--- config.mk ---
export PLATFORM = sky130hd
export DESIGN_NAME = cnn_layer_accel_synch_barrier
export DESIGN_NICKNAME = d
export VERILOG_FILES = /design/src/rtl/cnn_layer_accel_synch_pkg.sv /design/src/rtl/cnn_layer_accel_synch_timer.sv /design/src/rtl/cnn_layer_accel_synch_barrier.sv
export SDC_FILE = /design/constraint.sdc
export NUM_CORES = 1
export LEC_CHECK = 0
export ABC_AREA = 1
export CORE_MARGIN = 2
export CORE_UTILIZATION = 35
export DETAILED_ROUTE_END_ITERATION = 7
export DONT_BUFFER_PORTS = 1
export PLACE_DENSITY = 0.53
export SETUP_SLACK_MARGIN = 0.15
export SKIP_LAST_GASP = 1
export SYNTH_ARGS = -nofsm -noshare
export SYNTH_HDL_FRONTEND = slang
export SYNTH_SLANG_ARGS = --single-unit
export TNS_END_PERCENT = 50
--- constraint.sdc ---
create_clock -name clk_core -period 4.2 [get_ports clk_core]
set_input_delay 1.05 -clock clk_core [delete_from_list [all_inputs] [get_ports clk_core]]
set_output_delay 1.05 -clock clk_core [all_outputs]
set_load 0.005 [all_outputs]
--- src/rtl/cnn_layer_accel_synch_pkg.sv ---
// ---------------------------------------------------------------------------
// cnn_layer_accel_synch_pkg
// Shared definitions for the CNN layer accelerator synchronisation barrier:
//   - default parameter constants
//   - barrier FSM state encoding
//   - all_arrived(): completion test of an arrival vector against a mask
// Vectors passed to all_arrived() are zero-extended to C_MAX_CHAN bits by the
// caller, so one function serves every channel count from 1 to 32.
// ---------------------------------------------------------------------------
package cnn_layer_accel_synch_pkg;

  localparam int unsigned C_MAX_CHAN      = 32;
  localparam int unsigned C_DEF_NUM_CHAN  = 8;
  localparam int unsigned C_DEF_TO_WIDTH  = 16;
  localparam int unsigned C_DEF_GEN_WIDTH = 4;
  localparam int unsigned C_ERR_CNT_WIDTH = 8;

  typedef enum logic [2:0] {
    ST_IDLE    = 3'd0,
    ST_ARM     = 3'd1,
    ST_WAIT    = 3'd2,
    ST_RELEASE = 3'd3,
    ST_ERR     = 3'd4
  } state_t;

  // True when every channel enabled in mask is also set in vec.
  // An all-zero mask is trivially complete.
  function automatic logic all_arrived(input logic [C_MAX_CHAN-1:0] mask,
                                       input logic [C_MAX_CHAN-1:0] vec);
    return (mask & ~vec) == '0;
  endfunction

endpackage

--- src/rtl/cnn_layer_accel_synch_timer.sv ---
// ---------------------------------------------------------------------------
// cnn_layer_accel_synch_timer
// Loadable up-counter with compare-and-fire output.
//   clk    : clock, posedge
//   rst    : asynchronous active-low reset, clears the count
//   clr    : synchronous clear to zero (has priority over en)
//   en     : increment by one this cycle (saturates at all-ones)
//   limit  : compare value; 0 disables fire
//   count  : current count (registered)
//   fire   : count == limit-1 while limit != 0 (combinational on the count)
// fire flags the last counted cycle so the owner can act on the same edge
// that would otherwise take the count to limit.
// ---------------------------------------------------------------------------
module cnn_layer_accel_synch_timer #(
  parameter int unsigned W = 16
) (
  input  logic         clk,
  input  logic         rst,
  input  logic         clr,
  input  logic         en,
  input  logic [W-1:0] limit,
  output logic [W-1:0] count,
  output logic         fire
);

  logic [W-1:0] cnt_q;
  logic [W-1:0] cnt_d;

  always_comb begin
    cnt_d = cnt_q;
    if (clr) begin
      cnt_d = '0;
    end else if (en && (cnt_q != {W{1'b1}})) begin
      cnt_d = cnt_q + W'(1);
    end
  end

  always_ff @(posedge clk or negedge rst) begin
    if (!rst) begin
      cnt_q <= '0;
    end else begin
      cnt_q <= cnt_d;
    end
  end

  assign count = cnt_q;
  assign fire  = (limit != '0) && (cnt_q == (limit - W'(1)));

endmodule

--- src/rtl/cnn_layer_accel_synch_barrier.sv ---
// ---------------------------------------------------------------------------
// cnn_layer_accel_synch_barrier
// Multi-channel synchronisation barrier for the accelerator core clock domain.
// A start pulse (accepted only in IDLE) latches the channel mask and timeout;
// per-channel arrival pulses are collected until every enabled channel has
// arrived, then a one-cycle release pulse is emitted with a generation tag.
// A nonzero timeout bounds the wait; expiry latches an error and the vector
// of channels that never arrived until clear_err.
//
// Ports:
//   clk_core         core clock, posedge
//   rst              asynchronous active-low reset
//   cfg_chan_mask    enabled channels, sampled on accepted start
//   cfg_timeout      wait limit in cycles (0 = none), sampled on accepted start
//   start            arm pulse
//   chan_arrive      per-channel arrival pulses
//   clear_err        leave the error state
//   busy             high outside IDLE
//   release_pulse    one-cycle barrier release
//   release_gen      generation of the most recent release (wraps)
//   arrived_vec      sticky masked arrivals of the current barrier
//   timeout_err      high while in the error state
//   missing_vec      mask & ~arrived, frozen at timeout
//   last_wait_cycles ARM..RELEASE cycle count, saturating   (stats build only)
//   err_count        number of timeouts, saturating at 255  (stats build only)
//
// Optional statistics: define CNN_LAYER_ACCEL_SYNCH_BARRIER_STATS_EN.
//
// Interface semantics: there is no valid/ready handshake. start, chan_arrive
// and clear_err are level-sampled pulses, one event per cycle they are high;
// release_pulse is a one-cycle strobe with no back-pressure.
//
// The state is held in state_q; busy_q and timeout_err_q are registered
// decodes of it for observation.
// ---------------------------------------------------------------------------
module cnn_layer_accel_synch_barrier
  import cnn_layer_accel_synch_pkg::*;
#(
  parameter int unsigned C_NUM_CHAN  = C_DEF_NUM_CHAN,
  parameter int unsigned C_TO_WIDTH  = C_DEF_TO_WIDTH,
  parameter int unsigned C_GEN_WIDTH = C_DEF_GEN_WIDTH
) (
  input  logic                   clk_core,
  input  logic                   rst,
  input  logic [C_NUM_CHAN-1:0]  cfg_chan_mask,
  input  logic [C_TO_WIDTH-1:0]  cfg_timeout,
  input  logic                   start,
  input  logic [C_NUM_CHAN-1:0]  chan_arrive,
  input  logic                   clear_err,
  output logic                   busy,
  output logic                   release_pulse,
  output logic [C_GEN_WIDTH-1:0] release_gen,
  output logic [C_NUM_CHAN-1:0]  arrived_vec,
  output logic                   timeout_err,
  output logic [C_NUM_CHAN-1:0]  missing_vec
`ifdef CNN_LAYER_ACCEL_SYNCH_BARRIER_STATS_EN
  ,
  output logic [C_TO_WIDTH-1:0]      last_wait_cycles,
  output logic [C_ERR_CNT_WIDTH-1:0] err_count
`endif
);

  state_t                 state_q,       state_d;
  logic [C_NUM_CHAN-1:0]  mask_q,        mask_d;
  logic [C_TO_WIDTH-1:0]  timeout_q,     timeout_d;
  logic [C_NUM_CHAN-1:0]  arrived_q,     arrived_d;
  logic [C_NUM_CHAN-1:0]  missing_q,     missing_d;
  logic [C_GEN_WIDTH-1:0] gen_q,         gen_d;
  logic                   busy_q,        busy_d;
  logic                   release_q,     release_d;
  logic                   timeout_err_q, timeout_err_d;
  // Arrivals during ARM/WAIT pass through one input register; the start
  // cycle itself samples chan_arrive directly so same-cycle arrivals count.
  logic [C_NUM_CHAN-1:0]  arr_q;

  logic                   start_ok;
  logic [C_NUM_CHAN-1:0]  arrived_upd;
  logic [C_MAX_CHAN-1:0]  mask_ext;
  logic [C_MAX_CHAN-1:0]  arrived_ext;
  logic [C_MAX_CHAN-1:0]  upd_ext;
  logic                   tmr_fire;
  logic [C_TO_WIDTH-1:0]  tmr_count_unused;

  cnn_layer_accel_synch_timer #(
    .W (C_TO_WIDTH)
  ) u_wait_timer (
    .clk   (clk_core),
    .rst   (rst),
    .clr   (start_ok),
    .en    (state_q == ST_WAIT),
    .limit (timeout_q),
    .count (tmr_count_unused),
    .fire  (tmr_fire)
  );

  always_comb begin
    start_ok    = (state_q == ST_IDLE) && start;
    arrived_upd = arrived_q | (arr_q & mask_q);
    mask_ext    = '0;
    arrived_ext = '0;
    upd_ext     = '0;
    mask_ext[C_NUM_CHAN-1:0]    = mask_q;
    arrived_ext[C_NUM_CHAN-1:0] = arrived_q;
    upd_ext[C_NUM_CHAN-1:0]     = arrived_upd;

    state_d   = state_q;
    mask_d    = mask_q;
    timeout_d = timeout_q;
    arrived_d = arrived_q;
    missing_d = missing_q;
    gen_d     = gen_q;

    case (state_q)
      ST_IDLE: begin
        if (start) begin
          mask_d    = cfg_chan_mask;
          timeout_d = cfg_timeout;
          arrived_d = chan_arrive & cfg_chan_mask;
          missing_d = '0;
          state_d   = ST_ARM;
        end
      end
      ST_ARM: begin
        state_d = all_arrived(mask_ext, arrived_ext) ? ST_RELEASE : ST_WAIT;
      end
      ST_WAIT: begin
        arrived_d = arrived_upd;
        // Completion is tested first so it wins over a same-cycle timeout.
        if (all_arrived(mask_ext, upd_ext)) begin
          state_d = ST_RELEASE;
        end else if (tmr_fire) begin
          state_d   = ST_ERR;
          missing_d = mask_q & ~arrived_upd;
        end
      end
      ST_RELEASE: begin
        state_d = ST_IDLE;
      end
      ST_ERR: begin
        if (clear_err) begin
          state_d   = ST_IDLE;
          arrived_d = '0;
          missing_d = '0;
        end
      end
      default: begin
        state_d = ST_IDLE;
      end
    endcase

    // Outputs are registered decodes of the next state.
    busy_d        = (state_d != ST_IDLE);
    release_d     = (state_d == ST_RELEASE);
    timeout_err_d = (state_d == ST_ERR);
    if (state_d == ST_RELEASE) begin
      gen_d = gen_q + C_GEN_WIDTH'(1);
    end
  end

  always_ff @(posedge clk_core or negedge rst) begin
    if (!rst) begin
      state_q       <= ST_IDLE;
      mask_q        <= '0;
      timeout_q     <= '0;
      arrived_q     <= '0;
      missing_q     <= '0;
      gen_q         <= '0;
      busy_q        <= 1'b0;
      release_q     <= 1'b0;
      timeout_err_q <= 1'b0;
      arr_q         <= '0;
    end else begin
      state_q       <= state_d;
      mask_q        <= mask_d;
      timeout_q     <= timeout_d;
      arrived_q     <= arrived_d;
      missing_q     <= missing_d;
      gen_q         <= gen_d;
      busy_q        <= busy_d;
      release_q     <= release_d;
      timeout_err_q <= timeout_err_d;
      arr_q         <= chan_arrive;
    end
  end

  assign busy          = busy_q;
  assign release_pulse = release_q;
  assign release_gen   = gen_q;
  assign arrived_vec   = arrived_q;
  assign timeout_err   = timeout_err_q;
  assign missing_vec   = missing_q;

`ifdef CNN_LAYER_ACCEL_SYNCH_BARRIER_STATS_EN
  logic [C_TO_WIDTH-1:0]      stat_count;
  logic                       stat_fire_unused;
  logic [C_TO_WIDTH-1:0]      last_wait_q, last_wait_d;
  logic [C_ERR_CNT_WIDTH-1:0] err_cnt_q,   err_cnt_d;

  // Counts every ARM and WAIT cycle of the current barrier; the timer
  // saturates at all-ones, which gives the required saturating behaviour.
  cnn_layer_accel_synch_timer #(
    .W (C_TO_WIDTH)
  ) u_stat_timer (
    .clk   (clk_core),
    .rst   (rst),
    .clr   (start_ok),
    .en    ((state_q == ST_ARM) || (state_q == ST_WAIT)),
    .limit ('0),
    .count (stat_count),
    .fire  (stat_fire_unused)
  );

  always_comb begin
    last_wait_d = last_wait_q;
    err_cnt_d   = err_cnt_q;
    if (state_q == ST_RELEASE) begin
      last_wait_d = stat_count;
    end
    if ((state_d == ST_ERR) && (state_q != ST_ERR) && (err_cnt_q != '1)) begin
      err_cnt_d = err_cnt_q + C_ERR_CNT_WIDTH'(1);
    end
  end

  always_ff @(posedge clk_core or negedge rst) begin
    if (!rst) begin
      last_wait_q <= '0;
      err_cnt_q   <= '0;
    end else begin
      last_wait_q <= last_wait_d;
      err_cnt_q   <= err_cnt_d;
    end
  end

  assign last_wait_cycles = last_wait_q;
  assign err_count        = err_cnt_q;
`endif

endmodule
Word level (Yosys, flattened, before mapping)
Cells that the tools add are included.
- output and inout port bits: 23
- register bits after elaboration: 74
- input bits: 36
- word-level logic and storage cells: 62
- $add $sub $neg: 3
- eq/ne operators: 11
- muxes and demuxes: 15
- reduce and logical (&&, ||, !) cells: 13
- bitwise operators: 9
- operators with widths (operator ; count):
    $and A8 B32 Y32 ; 2
    $logic_not A32 Y1 ; 2
    $not A8 Y32 ; 2
    $pmux W8 S3 ; 2
    $mux W8 ; 5
    $mux W16 ; 2
    $and A8 B8 Y8 ; 3
    $add A16 B1 Y16 const B ; 1
    $eq A16 B16 Y1 ; 1
    $ne A16 B16 Y1 const B ; 1
    $reduce_bool A16 Y1 ; 1
    $sub A16 B1 Y16 const B ; 1
    $mux W3 ; 4
    $pmux W3 S4 ; 1
    $ne A2 B2 Y1 const B ; 4
    $not A8 Y8 ; 1
    $or A8 B8 Y8 ; 1
    $eq A3 B2 Y1 const B ; 2
    $eq A3 B3 Y1 const B ; 2
    $reduce_bool A3 Y1 ; 2
    $reduce_and A5 Y1 ; 1
    $add A4 B1 Y4 const B ; 1
    $eq A3 B1 Y1 const B ; 1
    $logic_and A1 B1 Y1 ; 3
    other kinds (5) ; 5

Longest topological paths before layout
Gate-level depths: netlist of run 1.
- depth in word-level cells: 8
- mapped depth: 16
- gate-level depth less buffers: 16

Modules after synthesis
Synthesis of run 1 repeated with hierarchy kept, for this count alone.
- cell total of the unflattened synthesis: 554
- area, all modules: 4267.8 um^2
- by module, submodules not included (module ; instances ; cells each ; area an instance (um^2)):
    cnn_layer_accel_synch_barrier ; 1 ; 285 ; 2602.5
    cnn_layer_accel_synch_timer ; 1 ; 269 ; 1665.3

Least setup slack after synthesis of run 1
OpenSTA, ideal clock, no wires.
- path kind: input -> register
- from: in start
- to: reg u_wait_timer.cnt_q[11] (netlist: u_wait_timer.count[11])
- stages: 11
- buffers on the path: 0
- arrival: 2012 ps
- setup time: 118 ps
- setup slack: 2071 ps
- data required time: 4082 ps
- path through: inv_1 nor2_4 inv_2 nand2_4 nand2_4 nor2_4 nand2_2 nor3_4 nand2_1 nand2_1 nor2_1
- cells in the longest elaborated chain, start to end: 2
- elaborated cells between the ends (all ways): 3
- classes of those cells: 1 x mux; 2 x reduce/logical
- ends and longest elaborated chain (what ; RTL line ; RTL):
    start: declaration ; cnn_layer_accel_synch_barrier.sv:47 ; input logic start,
    $logic_and A1 B1 Y1 * ; cnn_layer_accel_synch_barrier.sv:97 ; start_ok = (state_q == ST_IDLE) && start;
    $mux W16 or $reduce_bool A2 Y1 (tied branches) ; - ;
    end signal: assignment ; cnn_layer_accel_synch_timer.sv:42 ; cnt_q <= cnt_d;
    end: declaration ; cnn_layer_accel_synch_timer.sv:26 ; logic [W-1:0] cnt_q;
Every way passes the cells marked *; elsewhere a longest branch is shown, timed or not.
A chain may end at the register's enable or synchronous reset.

Worst setup path after layout of run 1
Same ends and word-level chain as after synthesis.

==> metrics.md, run 1 <==
| Metric | Value |
|---|---|
| Status | finished clean |
| Synth warn | 0 |
| Seq/Total Area, Yosys | between 40% and 50% |
| Max cap viols | 0 |
| Area delta synth->final | 10.1% |
| Hold Fails Final Rpt | 0 |
| Final Max Tran Viols | 0 |
| Int Power | between 1.5 and 2 mW |
| # rows | 39 |
| Worst reg2reg endpoint | u_wait_timer.count[11] |
| Crit Path Class | input pin to register |
| Crit path max-delay family | simple AND/OR/NAND/NOR gates |
| Vias in the first global route | between 3k and 4k |
| Slowest Stage Delay on Critical Path | ~0.36 ns |
| Core Footprint | between 10000 and 15000 um^2 |
| Arr. time, crit path | roughly 2.8 ns |
| Postcts setup bufs | 0 |
| Worst setup EP type | register |
| HPWL after DPL | just over 7 mm |
| Worst Hold Class | input pin to async pin |
| Synth top area share | 46.2% |
| Top layer in use | met4 |
| Leading area contributor after synthesis | dfrtp_1 |
| Mean Syn Cell Area | 7.76 um^2 |
| Iteration-0 DRC Markers | 233 |
| Reg2Reg Setup Slack | 1.73 ns |
| P_leak | around 2.1 nW |
| Post-layout util | 39.1% |
| Clock Power Share | between 20% and 30% |
| N_diodes | 0 |
| Setup Total Neg Slack | 0 ns |
| Pin count of the biggest net entering global routing | 75 |
| CP Depth | 12 |
| CTS root buf | clkbuf_16 |
| RSZ-0062 raised after global routing | false |
| CTS Buffer Depth | 2 |
| DRC | 0 |
| Die Area | roughly 12000 um^2 |
| First-pass GRT wire length | ~17 mm |
| Worst EP required | approximately 4.4 ns |
| Post-synthesis cell type count | 38 |
| Syn Inst Count | 516 |
| Worst Skew | 0.00530 ns |
| Mapped Nets | roughly 560 |
| Rel. slew slack | roughly half |
| Cell area power density | 723 nW/um^2 |
| Gate power share | 40.2% |
| Post-CTS Hold Fix Bufs | 0 |
| Share of cells above drive strength 1 | around 8.8% |
| H-tree Lvls | 3 |
| Detailed Routing Iterations Pass 1 | 4 |
| Clock slew at reported path FFs | ~0.060 ns |
| Die width | around 110 um |
| CP max stage cell | buf_4 |
| Initial core utilization | a little over a third |
| EDFF count, synth | 0 |
| Reg2reg start | state_q[0] |
| Worst r2r path cells | 13 |
| Crit path launch | start |
| Vias/cell | roughly 4.9 |
| Most instantiated library cell after synthesis | nand2_1 |
| Hold slack | ~0.41 ns |
| Total power | 3.19 mW |
| Synth top area cells | dfrtp_1, nand2_1, inv_1 |
| Finish-stage setup viols | 0 |
| Fin crit period | 2.54 ns |
| Post-route ant nets | 0 |
| Reg power frac | between 30% and 40% |
| Worst-skew pair later-pin latency | 0.33 ns |
| Fmax | 0.393 GHz |
| Final global-route overflow total | 0 |
| Clock sink total | between 70 and 80 |
| Gates resized, CTS repair | 0 |
| Die H | 111 um |
| Mapped cell area | roughly 4000 um^2 |
| WL met3 | around 540 um |
| Drt wl/cell | 14.5 um |
| Crit start category | input pin |
| Met2 routed WL | approximately 4.4 mm |
| Port-buffer cells | 0 |
| Worst IR drop on VDD | slightly above 300 uV |
| Vias | approximately 3.3k |
| Top Ports | 59 |
| Number of synthesized register bits | 74 |
| Synth Flop Type | dfrtp_1 |
| Initial antenna violation count | 0 |
| WL final | between 9 and 10 mm |
| Crit Path Max Fanout | 36 |
| WP buf/inv | 3 |
| Post-synth top cells | nand2_1, dfrtp_1, inv_1 |
| CTS Buf Count | 9 |
| Nets@finish | approximately 560 |
| End of the critical path | u_wait_timer.count[11] |
| Final worst path period share | 60.5% |
| CTS tree | done |
| Worst slew pin tran | between 0.7 and 0.8 ns |
| P_sw | ~1.4 mW |
| Wire length on met1 | 4.67 mm |
| Cells along the critical path | inv_1 > nor2_4 > buf_4 > inv_2 > nand2_4 > nand2_4 > nor2_4 > nand2_2 > nor3_4 > nand2_1 > nand2_1 > nor2_1 |
| Routability congestion estimate | ~0.8 |
| Net Sw Frac | around 44% |
| Ys async rst share | 100% |
| All-Layer GR Usage | 16.8% |
## layer usage
metal,vias up,track usage (%)
li1,1661,-
met1,1522,22.5
met2,70,26.4
met3,6,4.65
met4,0,5.83
met5,-,0
## power groups by stage
stage	Clock [mW]	Sequential [mW]	Combinational (mW)
floorplan	0	1.13	1.06
global placement	0	1.21	1.27
detailed placement	0	1.21	1.29
CTS	0.725	1.20	1.30
global route	0.759	1.24	1.48
finish	0.710	1.20	1.28
## worst register-to-register path, stage by stage (launching register included)
cell and delay [ns]:
dfrtp_1 0.44, nor2_4 0.19, nand2_1 0.12, nor2_4 0.08
buf_4 0.36, inv_2 0.33, nand2_4 0.24, nand2_4 0.08
nor2_4 0.11, nand2_2 0.09, nor3_4 0.15, nand2_1 0.07
nand2_1 0.06, nor2_1 0.05
## layout make-up
type	count	area, um^2
Fill cell	1152	6860
Multi-Input combinational cell	376	1890
Sequential cell	74	1850
Clock buffer	10	229
Inverter	55	206
Tap cell	143	179
Clock inverter	6	42.5
Timing Repair Buffer	1	7.51
## state kept, by name, indices dropped and copies added (netlist names), 3 cells and up
name and cells:
state_q 3, arr_q 8, u_wait_timer.count 16, arrived_vec 8, release_gen 4, timeout_q 16, missing_vec 8, mask_q 8
## kinds of logic after synthesis
kind of cell | after synthesis | share of synthesized area (%)
adders and majority gates | 3 | 0.937
xor gates and xnor gates | 19 | 4.15
DFF | 74 | 46.2
and+or+nand+nor | 287 | 32.1
buffers and inverters | 66 | 6.50
AOI/OAI and AO/OA | 67 | 10.1
## cell usage in the layout (no fill, tap or decap), drive strengths merged, types with 2 or more instances in the layout
cell type  count
nand2        173
nor3          12
nand3         38
clkinv         3
a21oi         18
dfrtp         74
ha             3
xnor2          8
nand3b         3
o22ai          2
nand4          8
inv           56
nor2          51
o21ai         38
clkinvlp       2
clkbuf        10
xor2          11
## through the flow
stage | std cells | setup slack, ns | cell area (um^2)
after floorplan | 516 | 2.07 | 4010
after global placement | 649 | 1.34 | 4140
after detailed placement | 649 | 1.30 | 4140
after CTS | 665 | 1.65 | 4410
after global routing | 665 | 1.45 | 4410
final | 665 | 1.66 | 4410
## worst min path at each step
stage | cells after the start | startpoint | end
after floorplan | 2 | mask_q[4] | mask_q[4]
after global placement | 2 | mask_q[5] | mask_q[5]
after detailed placement | 2 | mask_q[4] | mask_q[4]
after CTS | 0 | rst | timeout_q[0]
after global routing | 0 | rst | u_wait_timer.count[11]
final | 0 | rst | timeout_q[8]
Power figures use the tool's default switching activity.
==> inputs of run 2 (changes only) <==
==> constraint.sdc (replaced) <==
create_clock -name clk_core -period 2.66 [get_ports clk_core]
set_input_delay 0.665 -clock clk_core [delete_from_list [all_inputs] [get_ports clk_core]]
set_output_delay 0.665 -clock clk_core [all_outputs]
set_load 0.005 [all_outputs]
==> metrics.md, run 2 (same netlist as run 1, synthesis figures left out) <==
| Metric | Value |
|---|---|
| Pin count of the biggest net entering global routing | 75 (unchanged) |
| Top Ports | 59 (unchanged) |
| P_leak | 2.13 nW (was 2.12 nW) |
| Vias/cell | 4.94 (was 4.90) |
| Worst r2r path cells | 15 (was 13) |
| Initial antenna violation count | 0 (unchanged) |
| Die Area | 12300 um^2 (unchanged) |
| All-Layer GR Usage | 16.8% (about the same) |
| Placed Cells incl. Taps | 653 (was 649) |
| # rows | 39 (unchanged) |
| Slowest Stage Delay on Critical Path | 0.36 ns (about the same) |
| Vias | 3289 (was 3259) |
| Gates resized, CTS repair | 0 (unchanged) |
| Setup Total Neg Slack | 0 ns (unchanged) |
| Post-CTS Hold Fix Bufs | 0 (unchanged) |
| Worst Skew | 0.00578 ns (was 0.00530 ns) |
| Hold Fails Final Rpt | 0 (unchanged) |
| Die H | 111 um (unchanged) |
| Vias in the first global route | 3390 (was 3330) |
| Commonest non-fill, non-tap cells in the layout | nand2_1, dfrtp_1, inv_1 (unchanged) |
| Worst slew pin tran | 0.575 ns (was 0.751 ns) |
| Area delta synth->final | 10.4% (was 10.1%) |
| Iteration-0 DRC Markers | 170 (was 233) |
| CTS root buf | clkbuf_16 (unchanged) |
| Worst reg2reg endpoint | busy (was u_wait_timer.count[11]) |
| CTS Buf Count | 9 (unchanged) |
| Cell area power density | 1140 nW/um^2 (was 723 nW/um^2) |
| Nets@finish | 560 (was 556) |
| Clock slew at reported path FFs | 0.05 ns (was 0.06 ns) |
| Routability congestion estimate | 0.816 (was 0.792) |
| Status | finished clean (unchanged) |
| DP Area | 4170 um^2 (was 4140 um^2) |
| Worst setup EP type | register (unchanged) |
| HPWL after DPL | 7.19 mm (was 7.04 mm) |
| Fmax | 0.467 GHz |
| Worst EP required | 2.86 ns (was 4.43 ns) |
| Final Non-Filler Cells | 666 (was 665) |
| CTS tree | done (unchanged) |
| Rel. slew slack | 61.6% (was 49.9%) |
| Crit start category | register (was input pin) |
| Reg2reg start | timeout_q[0] (was state_q[0]) |
| Crit Path Max Fanout | 7 (was 36) |
| Max cap viols | 0 (unchanged) |
| Finished Cell Area | 4420 um^2 (was 4410 um^2) |
| Fin crit period | approximately 2.1 ns |
| Core Footprint | 11300 um^2 (unchanged) |
| DRC | 0 (unchanged) |
| RSZ-0062 raised after global routing | false (unchanged) |
| Final worst path period share | approximately four fifths |
| Reg2Reg Setup Slack | 0.52 ns (was 1.73 ns) |
| CTS Buffer Depth | 2 (unchanged) |
| H-tree Lvls | 3 (unchanged) |
| Post-route ant nets | 0 (unchanged) |
| Worst-skew pair later-pin latency | 0.33 ns (about the same) |
| N_diodes | 0 (unchanged) |
| First-pass GRT wire length | 16.7 mm (was 16.8 mm) |
| CP max stage cell | dfrtp_1 (was buf_4) |
| Final global-route overflow total | 0 (unchanged) |
| Die width | 111 um (unchanged) |
| Detailed Routing Iterations Pass 1 | 4 (unchanged) |
| Worst IR drop on VDD | 595 uV (was 308 uV) |
| Arr. time, crit path | 2.34 ns (was 2.77 ns) |
| WL final | 9.72 mm (was 9.67 mm) |
| # fillers | 1164 (was 1152) |
| Most common cell after layout, fill and taps aside | nand2_1 (unchanged) |
| Port-buffer cells | 0 (unchanged) |
| Postcts setup bufs | 0 (unchanged) |
| Drt wl/cell | 14.6 um (was 14.5 um) |
| Share of cells above drive strength 1 | 9.18% (was 8.81%) |
| Worst Hold Class | input pin to async pin (unchanged) |
| Clock sink total | 74 (unchanged) |
| Finish-stage setup viols | 0 (unchanged) |
| Post-layout util | 39.2% (was 39.1%) |
| Crit Path Class | register to register (was input pin to register) |
| Final Max Tran Viols | 0 (unchanged) |
| Cells along the critical path | inv_1 > ha_1 > inv_1 > nand2_1 > nand2_1 > nor2_1 > nand3_1 > nor2_1 > nand3_1 > nor2_1 > nand3_1 > nand2_2 > nand2_2 > nor2_1 > nand3_1 (was inv_1 > nor2_4 > buf_4 > inv_2 > nand2_4 > nand2_4 > nor2_4 > nand2_2 > nor3_4 > nand2_1 > nand2_1 > nor2_1) |
| Initial core utilization | 35.5% (unchanged) |
## run 2: changes by cell type in the layout (fill, tap and decap cells not counted), sizes merged
cell / previous run / this run
buf: 1 / 5
clkbuf: 10 / 9
clkinvlp: 2 / 1
inv: 56 / 55
## run 2: where the power goes
group          total, mW  internal (mW)  switching (mW)
sequential          1.89           1.48           0.407
combinational       2.10          0.742            1.35
clock               1.05          0.610           0.443
total               5.04           2.84            2.20
## run 2: critical path: cells and delay by family, from the launching register on
kind | cells | cell delay [ns]
simple gates | 12 | 1.23
flops | 1 | 0.36
fa+ha+maj | 1 | 0.30
buf+inv | 2 | 0.11
## run 2: area by class of cell
| type | instances | area (um^2) | share of cell area [%] |
|---|---|---|---|
| Tap cell | 143 | 179 | 4.05 |
| Inverter | 55 | 206 | 4.67 |
| Clock inverter | 4 | 22.5 | 0.509 |
| Clock buffer | 9 | 225 | 5.09 |
| Multi-Input combinational cell | 376 | 1900 | 42.9 |
| Timing Repair Buffer | 5 | 37.5 | 0.849 |
| Sequential cell | 74 | 1850 | 41.9 |
## run 2: per-layer routing
layer  track usage [%]  part of all wire (%)  vias to the layer above  wire (um)
met5                 0                     0                        -          0
met2              28.1                    49                       76       4720
met4              5.17                   1.4                        0        132
met1              20.7                    43                     1535       4190
met3              5.58                   7.0                       12        677
li1                  -                     -                     1666          -
## run 2: metrics by stage
stage | power, mW | setup slack, ns | hold WS (ns)
after floorplan | 3.46 | 0.825 | 0.369
after global placement | 3.99 | 0.482 | 0.372
after detailed placement | 4.01 | 0.441 | 0.372
after CTS | 5.09 | 0.432 | 0.0169
after global routing | 5.52 | 0.192 | 0.00829
final | 5.04 | 0.518 | 0.0322
## run 2: how the worst max path moves through the flow
stage                            start             end  slack (ns)  cells past startpoint
final                     timeout_q[0]            busy        0.52                     15
after global routing      timeout_q[0]  release_gen[3]        0.19                     16
after CTS                 timeout_q[0]  missing_vec[5]        0.43                     15
after detailed placement  timeout_q[0]  missing_vec[6]        0.44                     15
after global placement    timeout_q[0]  missing_vec[3]        0.48                     15
after floorplan           timeout_q[0]  missing_vec[4]        0.83                     16
